$ cat src/rtl/dual_port_ram_stream_reader.sv
// Read-side engine for a dual-port RAM. It sweeps a programmed address range
// on one read-only port and streams the words out on a valid/ready interface.
// A 2-entry skid FIFO absorbs the one-cycle RAM read latency, so the stream
// tolerates any backpressure without dropping or repeating a word.
module dual_port_ram_stream_reader #(
    parameter int unsigned DATA_WIDTH = 8,
    parameter int unsigned ADDR_WIDTH = 4
) (
    input  logic                  clk,
    input  logic                  rst_n,
    input  logic                  start,
    input  logic [ADDR_WIDTH-1:0] base_addr,
    input  logic [ADDR_WIDTH:0]   len,
    output logic                  busy,
    output logic                  done,
    output logic                  ram_en,
    output logic [ADDR_WIDTH-1:0] ram_addr,
    input  logic [DATA_WIDTH-1:0] ram_dout,
    output logic [DATA_WIDTH-1:0] m_data,
    output logic                  m_valid,
    input  logic                  m_ready,
    output logic                  m_last
);

    localparam logic [ADDR_WIDTH-1:0] AddrOne = 1;
    localparam logic [ADDR_WIDTH:0]   CntOne  = 1;

    typedef enum logic [1:0] {StIdle, StRun, StDrain} state_e;

    state_e                state_q;
    logic [ADDR_WIDTH:0]   issue_cnt_q;
    logic [ADDR_WIDTH:0]   beat_cnt_q;
    logic                  inflight_q;
    logic [DATA_WIDTH-1:0] fifo_q [2];
    logic                  rd_ptr_q;
    logic                  wr_ptr_q;
    logic [1:0]            fifo_cnt_q;

    logic                  pop;
    logic                  push;
    logic [2:0]            occupancy;

    // Handshake, FIFO head and the read-issue gate; occupancy counts words
    // already buffered plus the one in flight, net of this cycle's pop.
    always_comb begin
        pop       = m_valid && m_ready;
        push      = inflight_q;
        occupancy = {1'b0, fifo_cnt_q} + {2'b00, inflight_q} - {2'b00, pop};
        ram_en    = (state_q == StRun) && (issue_cnt_q != '0) && (occupancy < 3'd2);
        m_valid   = (fifo_cnt_q != 2'd0);
        m_data    = fifo_q[rd_ptr_q];
        m_last    = m_valid && (beat_cnt_q == CntOne);
    end

    // Control FSM, read issue counters and the return-path FIFO.
    always_ff @(posedge clk or negedge rst_n) begin
        if (!rst_n) begin
            state_q     <= StIdle;
            busy        <= 1'b0;
            done        <= 1'b0;
            ram_addr    <= '0;
            issue_cnt_q <= '0;
            beat_cnt_q  <= '0;
            inflight_q  <= 1'b0;
            fifo_q[0]   <= '0;
            fifo_q[1]   <= '0;
            rd_ptr_q    <= 1'b0;
            wr_ptr_q    <= 1'b0;
            fifo_cnt_q  <= 2'd0;
        end else begin
            done       <= 1'b0;
            inflight_q <= ram_en;

            if (ram_en) begin
                ram_addr    <= ram_addr + AddrOne;
                issue_cnt_q <= issue_cnt_q - CntOne;
            end

            if (push) begin
                fifo_q[wr_ptr_q] <= ram_dout;
                wr_ptr_q         <= ~wr_ptr_q;
            end

            if (pop) begin
                rd_ptr_q   <= ~rd_ptr_q;
                beat_cnt_q <= beat_cnt_q - CntOne;
            end

            fifo_cnt_q <= fifo_cnt_q + {1'b0, push} - {1'b0, pop};

            case (state_q)
                StIdle: begin
                    if (start) begin
                        if (len != '0) begin
                            ram_addr    <= base_addr;
                            issue_cnt_q <= len;
                            beat_cnt_q  <= len;
                            busy        <= 1'b1;
                            state_q     <= StRun;
                        end else begin
                            // Empty transfer: report completion without going busy.
                            done <= 1'b1;
                        end
                    end
                end
                StRun: begin
                    if (ram_en && (issue_cnt_q == CntOne)) begin
                        state_q <= StDrain;
                    end
                end
                StDrain: begin
                    if (pop && m_last) begin
                        busy    <= 1'b0;
                        done    <= 1'b1;
                        state_q <= StIdle;
                    end
                end
                default: state_q <= StIdle;
            endcase
        end
    end

endmodule

$ cat config.mk
export PLATFORM = sky130hd
export DESIGN_NAME = dual_port_ram_stream_reader
export DESIGN_NICKNAME = d
export VERILOG_FILES = /design/src/rtl/dual_port_ram_stream_reader.sv
export SDC_FILE = /design/constraint.sdc
export NUM_CORES = 1
export LEC_CHECK = 0
export CORE_MARGIN = 1.5
export CORE_UTILIZATION = 46
export DETAILED_ROUTE_END_ITERATION = 7
export HOLD_SLACK_MARGIN = 0.08
export MAX_ROUTING_LAYER = met4
export PLACE_DENSITY_LB_ADDON = 0.1
export SLEW_MARGIN = 25
export SYNTH_ARGS = -nofsm -noshare
export SYNTH_HDL_FRONTEND = slang
export SYNTH_SLANG_ARGS = --single-unit
$ cat constraint.sdc
create_clock -name clk -period 2.7 [get_ports clk]
set_clock_uncertainty 0.1 [all_clocks]
set_input_delay 0.54 -clock clk [delete_from_list [all_inputs] [get_ports clk]]
set_output_delay 0.54 -clock clk [all_outputs]
set_load 0.01 [all_outputs]
==> results.md, run 1 <==
* Final #Nets at 245
* Detailed-router iteration count before antenna repair at 4
* Global Route met3 Usage at between 4 and 5%
* Number of global-route vias before repair at around 1500
* Count of state elements after synthesis at 39
* Mean area per synthesized cell at around 12 sq um
* GRT busiest layer: met2
* Max Slew Vio Count at 0
* Count of different cell masters after synthesis at 38
* Placer congestion estimate at slightly above 0.9
* Detailed-route DRC error count at 0
* Count of buffers from port buffering at 37
* Power per Cell Area at about 1300 nW/um^2
* Cell with the biggest individual delay on the critical path: fa_1
* Number of I/O pins at 38
* Worst setup SP type: flip-flop
* Dpl hpwl at 3010 um
* Wire length of the first global-routing pass at ~6600 um
* Area of the core at between 4000 and 5000 sq um
* Worst ir drop on vdd at 582 uV
* Final number of setup-violating endpoints at 1
* Proportion of total power due to net switching at around a third
* Commonest non-fill, non-tap cell in the layout: dfrtp_1
* Status: finished, violations left
* Iter 0 DRT Violations at between 40 and 50
* Net Count, Synth at 191
* Shortest period the worst path allows at approximately 2.8 ns
* Nature of the critical path endpoint: primary output
* Worst endpoint required time at between 2 and 2.5 ns
* Setup_tns at -0.0531 ns
* Utilization after layout at 63.7%
* Switch Pwr at between 1 and 1.5 mW
* Maximum level of the CTS H-tree at 2
* Sequential element share of the synthesized area at between 50% and 60%
* Number of nets still failing antenna checks after routing at 0
* Global Route met1 Usage at between 20% and 30%
* Cts bufs inserted at 5
* Routed len/inst at between 15 and 20 um
* Leakage at around 1.1 nW
* Met2 Resource Use GR at 37.6%
* Achievable clock frequency at approximately 360 MHz
* Antenna violations before repair at 0
* Total grt overflow at 0
* Placed cell count at about 260
* Antenna cells at 0
* Count of non-filler cells in the finished layout at ~270
* Final hold violation count at 0
* Yosys synthesis warning count at 0
* Relative slew slack at between 40% and 50%
* # Max-Cap Violations at 0
* Clock transition at path regs at 0.07 ns
* Die area at between 4000 and 5000 sq um
* Hold crit path type: in -> async
* Most used flip-flop cell after synthesis: dfrtp_1
* Sequential cell fraction of total power at between 30% and 40%
* CTS root buffer: clkbuf_8
* Clock insertion delay at the later pin of the skew report at 0.29 ns
* Clock network power share at around 15%
* Maximum root-to-sink buffer count at 2
* Minimum setup slack after placement at -0.790 ns
* Unrepaired setup endpoints after global routing: yes
* Fraction of final layout cells with drive strength greater than 1 at around 29%
* Number of standard cells after synthesis at roughly 160
* Standard-cell rows at 23
* Via density at around 5.3
* Via total after detailed routing at 1407
* Least setup slack across all paths after layout at -0.0531 ns
* Largest fanout of any net on the critical path at 3
* Leading cell types in the layout, fill and taps excluded: 39 x dfrtp_1, 34 x clkdlybuf4s50_1, 24 x mux2_2
* Power share of the combinational group at around half
* Worst-margin pin slew at between 0.8 and 0.9 ns
* Tcrit/Tclk final at 102%
* Worst path bufs/invs at 3
* FFs w/ async S/R, synth at 100%
* Total Power Consumption at 3.29 mW
* Pin count of the biggest net entering global routing at 40
* TritonCTS clock tree: yes
* R2R setup slack at around 0.10 ns
* Internal cell power at about 2.1 mW
* Clock tree sinks at 39
* Critical-path cell list: mux2i_1 -> ha_2 -> inv_2 -> fa_1 -> and3b_2 -> nand3_4 -> inv_4 -> buf_6
* Total Wirelength at a little over 4000 um
* Cell Area, Synth at between 1500 and 2000 sq um
* Data arrival, critical path at between 2 and 2.5 ns
* Die height at ~68 um
* Number of flops mapped to enable cells by yosys at 0
* Critical setup path kind: reg -> out
* Violated checks: negative setup slack
* Growth of design area from synthesis to finish at 32.6%
* Total routing resource utilization after global routing at 20.3%
* Kind of cell adding the most delay to the critical path: adder cells
* Effective utilization at floorplan at ~48%
* Width of the die at around 68 um
* Peak per-stage delay on the critical path at between 0.4 and 0.5 ns
[worst reg2reg max path, delay by kind of cell (launching register included)]
| family | cells | cell delay (ns) |
|---|---|---|
| AND/OR/NAND/NOR | 3 | 0.76 |
| AO/OA/AOI/OAI | 1 | 0.17 |
| buffers and inverters | 2 | 0.19 |
| multiplexers | 1 | 0.22 |
| adder cells (fa/ha/maj) | 2 | 0.69 |
| flip-flops | 1 | 0.40 |
[logic make-up after synthesis]
group                      Yosys count  synth area share, %
and+or+nand+nor                     42                 13.3
DFF                                 39                 50.5
muxes                               26                 15.0
AOI/OAI and AO/OA                   25                 7.44
xor gates and xnor gates            12                 5.82
buffers and inverters               10                 2.46
adders and majority gates            8                 5.56
[sequential cells by signal, indices dropped and copies added, names as in the netlist, 2 cells and up]
name	cells
fifo_cnt_q	2
issue_cnt_q	5
ram_addr	4
fifo_q	16
beat_cnt_q	5
state_q	2
[power groups by stage]
stage	logic, mW	clock network, mW	registers (mW)
2_1_floorplan	1.00	0	1.06
3_5_place_dp	1.66	0	1.11
5_1_grt	1.87	0.539	1.14
3_3_place_gp	1.61	0	1.08
6_report	1.69	0.503	1.10
4_1_cts	1.69	0.515	1.10
[cells in the mapped netlist (2+ instances only)]
master,count,share of area (%)
clkbuf_1,2,0.39
nand4_1,4,1.3
nor2_1,7,1.4
a21oi_1,3,0.78
o21ai_0,5,1.3
o21a_1,2,0.78
nand3_1,2,0.52
mux2_2,24,14
nor2b_1,2,0.65
nor3_1,2,0.52
nand2_1,13,2.5
inv_1,6,1.2
a22o_1,2,0.91
ha_1,7,4.5
mux2i_1,2,1.0
o21ai_1,10,2.6
dfrtp_1,39,50
xnor2_1,6,2.7
xor2_1,5,2.3
[per-stage QoR]
stage,hold WS (ns),area (sq um)
after global placement,0.373,2430
after detailed placement,0.389,2430
after floorplan,0.144,1930
final,0.257,2560
after global routing,0.329,2560
after CTS,0.281,2560
[area by class of cell]
| cell class | count | area, sq um |
|---|---|---|
| well taps | 50 | 62.6 |
| clock buffers | 6 | 82.6 |
| fillers | 332 | 1460 |
| inverters | 7 | 28.8 |
| clock inverters | 2 | 35.0 |
| repair buffers | 50 | 463 |
| flip-flops and latches | 39 | 976 |
| multi-input cells | 113 | 917 |
[metal layers]
layer,up-vias,routed length (um)
li1,678,-
met5,-,0
met2,29,2210
met3,9,136
met1,691,1600
met4,0,80
[path summary, 6_finish.rpt]
check                               from          end  cells after the start
max                        fifo_cnt_q[0]       ram_en                      8
min                                rst_n   fifo_q[15]                      1
max reg2reg                fifo_cnt_q[0]  ram_addr[3]                      9
min reg2reg                     wr_ptr_q     wr_ptr_q                      1
max in group asynchronous          rst_n  ram_addr[1]                      1
min in group clk                wr_ptr_q     wr_ptr_q                      1
[repair_timing]
item	CTS	global route
hold buffers	0	0
endpoints found under the setup margin	4	2
buffers inserted	1	1
gates resized for setup	13	0
pin swaps	5	5
Note: power is estimated with default switching activity, not from simulation.
==> run 2: changes to the inputs <==
--- a/config.mk
+++ b/config.mk
@@ -7,11 +7,11 @@
 export LEC_CHECK = 0
 export CORE_MARGIN = 1.5
 export CORE_UTILIZATION = 46
+export CTS_CLUSTER_SIZE = 25
 export DETAILED_ROUTE_END_ITERATION = 7
 export HOLD_SLACK_MARGIN = 0.08
 export MAX_ROUTING_LAYER = met4
 export PLACE_DENSITY_LB_ADDON = 0.1
-export SLEW_MARGIN = 25
 export SYNTH_ARGS = -nofsm -noshare
 export SYNTH_HDL_FRONTEND = slang
 export SYNTH_SLANG_ARGS = --single-unit
==> results of run 2 <==
The final DEF is identical to that of run 1; final timing and power are the same.
